--- config.mk ---
export PLATFORM = sky130hd
export DESIGN_NAME = alu_request_arbiter
export DESIGN_NICKNAME = d
export VERILOG_FILES = /design/src/rtl/alu_arb_pkg.sv /design/src/rtl/rr_arbiter.sv /design/src/rtl/alu_request_arbiter.sv
export SDC_FILE = /design/constraint.sdc
export NUM_CORES = 1
export LEC_CHECK = 0
export BUFFER_PORTS_ARGS = -buffer_cell sky130_fd_sc_hd__buf_2
export CORE_MARGIN = 2
export CORE_UTILIZATION = 40
export CTS_CLUSTER_DIAMETER = 80
export DETAILED_ROUTE_END_ITERATION = 10
export GPL_TIMING_DRIVEN = 0
export PLACE_DENSITY_LB_ADDON = 0.15
export SLEW_MARGIN = 30
export SYNTH_ARGS = -nofsm -noshare
export SYNTH_HDL_FRONTEND = slang
export SYNTH_HIERARCHICAL = 1
export SYNTH_SLANG_ARGS = --single-unit
--- constraint.sdc ---
create_clock -name clk -period 4.99 [get_ports clk]
set_input_delay 0.2495 -clock clk [delete_from_list [all_inputs] [get_ports clk]]
set_output_delay 0.2495 -clock clk [all_outputs]
set_load 0.1 [all_outputs]
--- src/rtl/alu_arb_pkg.sv ---
// Shared definitions for the ALU request arbiter.
//   arb_state_e : arbiter FSM states
//   Ctrl*       : alu_32 control codes
//   Flag*       : bit positions inside resp_flags
//   idx_width() : width of a requester index (minimum 1 bit)
package alu_arb_pkg;

  typedef enum logic [2:0] {
    StIdle  = 3'd0,
    StIssue = 3'd1,
    StStart = 3'd2,
    StWait  = 3'd3,
    StResp  = 3'd4
  } arb_state_e;

  localparam logic [3:0] CtrlAnd  = 4'h0;
  localparam logic [3:0] CtrlOr   = 4'h1;
  localparam logic [3:0] CtrlAdd  = 4'h2;
  localparam logic [3:0] CtrlAddu = 4'h3;
  localparam logic [3:0] CtrlSub  = 4'h6;
  localparam logic [3:0] CtrlSlt  = 4'h7;
  localparam logic [3:0] CtrlNor  = 4'hC;

  localparam int unsigned FlagZero     = 0;
  localparam int unsigned FlagCout     = 1;
  localparam int unsigned FlagOverflow = 2;
  localparam int unsigned FlagInvalid  = 3;
  localparam int unsigned FlagTimeout  = 4;

  function automatic int unsigned idx_width(input int unsigned n);
    return (n > 2) ? $clog2(n) : 1;
  endfunction

endpackage

--- src/rtl/rr_arbiter.sv ---
// Combinational round-robin picker.
//   req       : request vector
//   ptr       : highest-priority index this round
//   grant     : one-hot grant (all zero when no request)
//   grant_idx : encoded index of the grant
//   any       : at least one request present
module rr_arbiter
  import alu_arb_pkg::*;
#(
  parameter int unsigned NUM_REQ = 2,
  localparam int unsigned IdxW = idx_width(NUM_REQ)
) (
  input  logic [NUM_REQ-1:0] req,
  input  logic [IdxW-1:0]    ptr,
  output logic [NUM_REQ-1:0] grant,
  output logic [IdxW-1:0]    grant_idx,
  output logic               any
);

  always_comb begin
    int unsigned idx;
    idx       = 0;
    grant     = '0;
    grant_idx = '0;
    any       = 1'b0;
    // Scan from ptr upwards with wrap; first hit wins.
    for (int unsigned off = 0; off < NUM_REQ; off++) begin
      idx = (32'(ptr) + off) % NUM_REQ;
      if (!any && req[idx]) begin
        any        = 1'b1;
        grant[idx] = 1'b1;
        grant_idx  = IdxW'(idx);
      end
    end
  end

endmodule

--- src/rtl/alu_request_arbiter.sv ---
// Shares one alu_32 among NUM_REQ requesters, one operation in flight.
// Sequence per op: IDLE (grant) -> ISSUE (operand setup) -> START (alu_start pulse)
// -> WAIT (until alu_finished) -> RESP (single-cycle tagged response).
// Optional feature macro: ALU_ARB_TIMEOUT_EN enables a WAIT-state watchdog that
// aborts after TIMEOUT_CYC cycles with resp_flags timeout bit set and result 0.
// Ports:
//   clk, reset (async active-high)
//   req_valid/req_a/req_b/req_control : packed per-requester request slices
//   req_ready                         : one-hot accept pulse
//   resp_valid/resp_id/resp_result/resp_flags : response broadcast,
//     flags = {timeout, invalid_ctrl, overflow, cout, zero}
//   alu_start/alu_input_a/alu_input_b/alu_control : toward alu_32
//   alu_finished/alu_result/alu_zero/alu_cout/alu_err_* : from alu_32
module alu_request_arbiter
  import alu_arb_pkg::*;
#(
  parameter int unsigned NUM_REQ     = 2,
  parameter int unsigned WORD_SIZE   = 32,
  parameter int unsigned TIMEOUT_CYC = 8,
  localparam int unsigned IdxW = idx_width(NUM_REQ)
) (
  input  logic                           clk,
  input  logic                           reset,
  input  logic [NUM_REQ-1:0]             req_valid,
  input  logic [NUM_REQ*WORD_SIZE-1:0]   req_a,
  input  logic [NUM_REQ*WORD_SIZE-1:0]   req_b,
  input  logic [NUM_REQ*4-1:0]           req_control,
  output logic [NUM_REQ-1:0]             req_ready,
  output logic                           resp_valid,
  output logic [IdxW-1:0]                resp_id,
  output logic [WORD_SIZE-1:0]           resp_result,
  output logic [4:0]                     resp_flags,
  output logic                           alu_start,
  output logic [WORD_SIZE-1:0]           alu_input_a,
  output logic [WORD_SIZE-1:0]           alu_input_b,
  output logic [3:0]                     alu_control,
  input  logic                           alu_finished,
  input  logic                           alu_zero,
  input  logic                           alu_cout,
  input  logic                           alu_err_overflow,
  input  logic                           alu_err_invalid_control,
  input  logic [WORD_SIZE-1:0]           alu_result
);

  if (NUM_REQ < 2 || NUM_REQ > 4 || TIMEOUT_CYC < 1 || TIMEOUT_CYC > 15) begin : g_bad_param
    $error("alu_request_arbiter: NUM_REQ must be 2..4 and TIMEOUT_CYC 1..15");
  end

  arb_state_e           state_q;
  logic [IdxW-1:0]      ptr_q;
  logic [IdxW-1:0]      id_q;
  logic [WORD_SIZE-1:0] a_q, b_q;
  logic [3:0]           ctrl_q;

  logic [NUM_REQ-1:0]   grant;
  logic [IdxW-1:0]      grant_idx;
  logic                 grant_any;
  logic [WORD_SIZE-1:0] sel_a, sel_b;
  logic [3:0]           sel_ctrl;
  logic [IdxW-1:0]      ptr_next;
  logic                 wd_expire;

  rr_arbiter #(
    .NUM_REQ(NUM_REQ)
  ) u_rr_arbiter (
    .req      (req_valid),
    .ptr      (ptr_q),
    .grant    (grant),
    .grant_idx(grant_idx),
    .any      (grant_any)
  );

  // Accept is only meaningful while idle; requests elsewhere are ignored.
  assign req_ready   = (state_q == StIdle) ? grant : '0;
  assign alu_input_a = a_q;
  assign alu_input_b = b_q;
  assign alu_control = ctrl_q;

  always_comb begin
    sel_a    = '0;
    sel_b    = '0;
    sel_ctrl = '0;
    for (int unsigned i = 0; i < NUM_REQ; i++) begin
      if (grant[i]) begin
        sel_a    = req_a[i*WORD_SIZE +: WORD_SIZE];
        sel_b    = req_b[i*WORD_SIZE +: WORD_SIZE];
        sel_ctrl = req_control[i*4 +: 4];
      end
    end
    ptr_next = (grant_idx == IdxW'(NUM_REQ - 1)) ? '0 : grant_idx + 1'b1;
  end

`ifdef ALU_ARB_TIMEOUT_EN
  logic [3:0] wd_q;

  // Counts consecutive WAIT cycles without alu_finished.
  always_ff @(posedge clk or posedge reset) begin
    if (reset) begin
      wd_q <= '0;
    end else if (state_q == StWait && !alu_finished) begin
      wd_q <= wd_q + 4'd1;
    end else begin
      wd_q <= '0;
    end
  end

  assign wd_expire = (state_q == StWait) && (wd_q == 4'(TIMEOUT_CYC - 1));
`else
  assign wd_expire = 1'b0;
`endif

  always_ff @(posedge clk or posedge reset) begin
    if (reset) begin
      state_q     <= StIdle;
      ptr_q       <= '0;
      id_q        <= '0;
      a_q         <= '0;
      b_q         <= '0;
      ctrl_q      <= '0;
      alu_start   <= 1'b0;
      resp_valid  <= 1'b0;
      resp_id     <= '0;
      resp_result <= '0;
      resp_flags  <= '0;
    end else begin
      case (state_q)
        StIdle: begin
          if (grant_any) begin
            a_q     <= sel_a;
            b_q     <= sel_b;
            ctrl_q  <= sel_ctrl;
            id_q    <= grant_idx;
            ptr_q   <= ptr_next;
            state_q <= StIssue;
          end
        end
        StIssue: begin
          alu_start <= 1'b1;
          state_q   <= StStart;
        end
        StStart: begin
          alu_start <= 1'b0;
          state_q   <= StWait;
        end
        StWait: begin
          if (alu_finished) begin
            resp_valid  <= 1'b1;
            resp_id     <= id_q;
            resp_result <= alu_result;
            resp_flags  <= {1'b0, alu_err_invalid_control, alu_err_overflow, alu_cout, alu_zero};
            state_q     <= StResp;
          end else if (wd_expire) begin
            resp_valid  <= 1'b1;
            resp_id     <= id_q;
            resp_result <= '0;
            resp_flags  <= 5'(1 << FlagTimeout);
            state_q     <= StResp;
          end
        end
        StResp: begin
          resp_valid <= 1'b0;
          state_q    <= StIdle;
        end
        default: begin
          alu_start  <= 1'b0;
          resp_valid <= 1'b0;
          state_q    <= StIdle;
        end
      endcase
    end
  end

endmodule

==> flow_summary.json <==
{
  "place_congestion": 0.836,
  "cp-end-kind": "output port",
  "htreeDepth": 3,
  "synth_edf_count": 0,
  "root_buffer": "clkbuf_16",
  "arrival_ns": 2.12,
  "die_area_mm2": 0.0127,
  "cap_violations": 0,
  "core-area_mm2": 0.0115,
  "mostFrequentLayoutCell": "buf_2",
  "yosys.area.top_type": "dfrtp_1",
  "slew_headroom_pct": 62.2,
  "clock.fmax_mhz": 423,
  "overflow": 0,
  "nets": 892,
  "ant_nets": 0,
  "portBuffers": 285,
  "area_growth_pct": 41.7,
  "synth_top_area_share_pct": 59.3,
  "netlist-cell-type-count": 28,
  "ys_seq_area_share_pct": 59.3,
  "drcViolationCount": 0,
  "row_count": 39,
  "tightest_slew_ns": 0.567,
  "async_flop_share_pct": 100,
  "synth_cells": 417,
  "final_cells": 863,
  "synth_area_mm2": 0.00473,
  "ys_warn_count": 6,
  "final_cell_mix": "buf_2 (300), dfrtp_1 (112), nor2_1 (69), a21oi_1 (69), a22oi_1 (67)",
  "grt_start_max_net_pins": 59,
  "min_period_over_period_pct": 47.4,
  "start_kind": "flop",
  "io_pins": 287,
  "wl_um": 14100,
  "grt_pass1_vias": 4452,
  "dp_hpwl_um": 11000,
  "hold_class": "input pin to flop",
  "firstDrtPassIters": 4,
  "syn_area_per_cell_um2": 11.3,
  "antenna_found_initial": 1,
  "synth_nets": 594,
  "ys.flop_type": "dfrtp_1",
  "drive_gt1_share_pct": 50.9,
  "clock_latency_ns": 0.34,
  "die_x_um": 113,
  "ys_ff_latch": 112,
  "cts_resized": 0,
  "setup_viol": 0,
  "routed_via_density": 5.04,
  "rsz0062_at_grt": "no",
  "finalCriticalPeriod_ns": 2.37,
  "criticalPathCategory": "flop to output port",
  "die_y_um": 113,
  "dp.cells": 846,
  "grt_usage_pct": 21.6,
  "cts.sinks": 112,
  "finalHoldViolCount": 0,
  "outcome": "completed",
  "cts_buffer_depth": 2,
  "first_iter_violations": 247,
  "regToRegSetupSlack_ns": 3.05,
  "timing.final.ws_setup_ns": 2.62,
  "cts_buffers": 9,
  "grt_pass1_wl_um": 21800,
  "dp_slack_ns": 2.96,
  "vias": 4347,
  "finalSetupTns_ns": 0,
  "required_ns": 4.74,
  "path_clk_slew_ns": 0.07,
  "cts_tree": "built",
  "worst-path-max-fanout": 10,
  "avgRoutedWirePerCell_um": 16.4,
  "fin_skew_ns": 0.00726,
  "start_util_pct": 41.2,
  "synth_area_leaders": "dfrtp_1 (59%), a22oi_1 (11%), a21oi_1 (7.3%), mux2_2 (7.1%), nor2_1 (5.5%)",
  "finalMaxSlewViolations": 0
}
-- final cells by class --
class	count	area, um2
clock buffer	10	239
inverter	6	30.0
fill	1032	4770
clock inverter	5	81.3
buffer	35	191
multi-input combinational	264	1710
tap	143	179
sequential	112	2800
timing repair buffer	287	1460
antenna	1	2.50
-- synth_stat cells (2+ instances only) --
library cell / number
mux2_4: 8
a22oi_1: 67
nor2_1: 69
nor3_1: 2
dfrtp_1: 112
inv_1: 6
and2_1: 2
a21boi_0: 3
buf_4: 9
buf_2: 15
mux2_2: 30
a21oi_1: 69
clkbuf_1: 10
-- worst paths after layout --
kind / start / end / depth (start not counted)
worst max-delay path: ptr_q / req_ready[1] / 6
worst min-delay path: alu_result[1] / resp_result[1] / 2
worst max register to register: ptr_q / alu_input_a[27] / 5
worst min register to register: id_q / resp_id / 1
max in group asynchronous: reset / alu_input_b[19] / 4
min in group asynchronous: reset / resp_result[26] / 3
-- state kept, by name (all words and copies together), names as in the netlist --
register / cells
id_q: 1
resp_valid: 1
state_q: 3
alu_control: 4
resp_flags: 4
alu_input_b: 32
ptr_q: 1
resp_id: 1
alu_input_a: 32
resp_result: 32
alu_start: 1
-- per-stage QoR --
step	hold slack, ns	utilization, %	instance area, um2
final	0.132	58.4	6700
after detailed placement	0.298	55.5	6370
after floorplan	0.397	-	4730
after global routing	0.128	58.4	6700
after global placement	0.481	55.2	6330
after CTS	0.122	58.4	6700
-- worst max-delay path, stage by stage, from the launching register on --
cell and delay (ns):
dfrtp_1 0.36, inv_1 0.06, a21boi_0 0.13, buf_2 0.25, clkbuf_1 0.37, and2_1 0.18
buf_2 0.43
-- logic make-up after synthesis --
| group | after synthesis | share of synthesized area, % |
|---|---|---|
| multiplexers | 39 | 9.90 |
| flip-flops | 112 | 59.3 |
| buffers and inverters | 41 | 4.52 |
| other | 1 | 0.0793 |
| AO/OA/AOI/OAI | 143 | 19.0 |
| AND/OR/NAND/NOR | 81 | 7.22 |
-- what timing repair did --
action | in CTS | in global routing
setup buffers | 0 | 0
hold buffers | 1 | 0
endpoints found under the hold margin | 54 | 0
-- per-layer routing --
| metal | GRT usage, % | vias to the layer above | routed length (um) |
|---|---|---|---|
| met5 | 0 | - | 0 |
| met4 | 8.54 | 0 | 326 |
| met3 | 5.03 | 27 | 1090 |
| met2 | 37.4 | 193 | 6960 |
| met1 | 26.2 | 2043 | 5750 |
| li1 | - | 2084 | - |
Power is not shown: default switching activity piles up to over one toggle a cycle in this logic, so the estimate is an artifact.
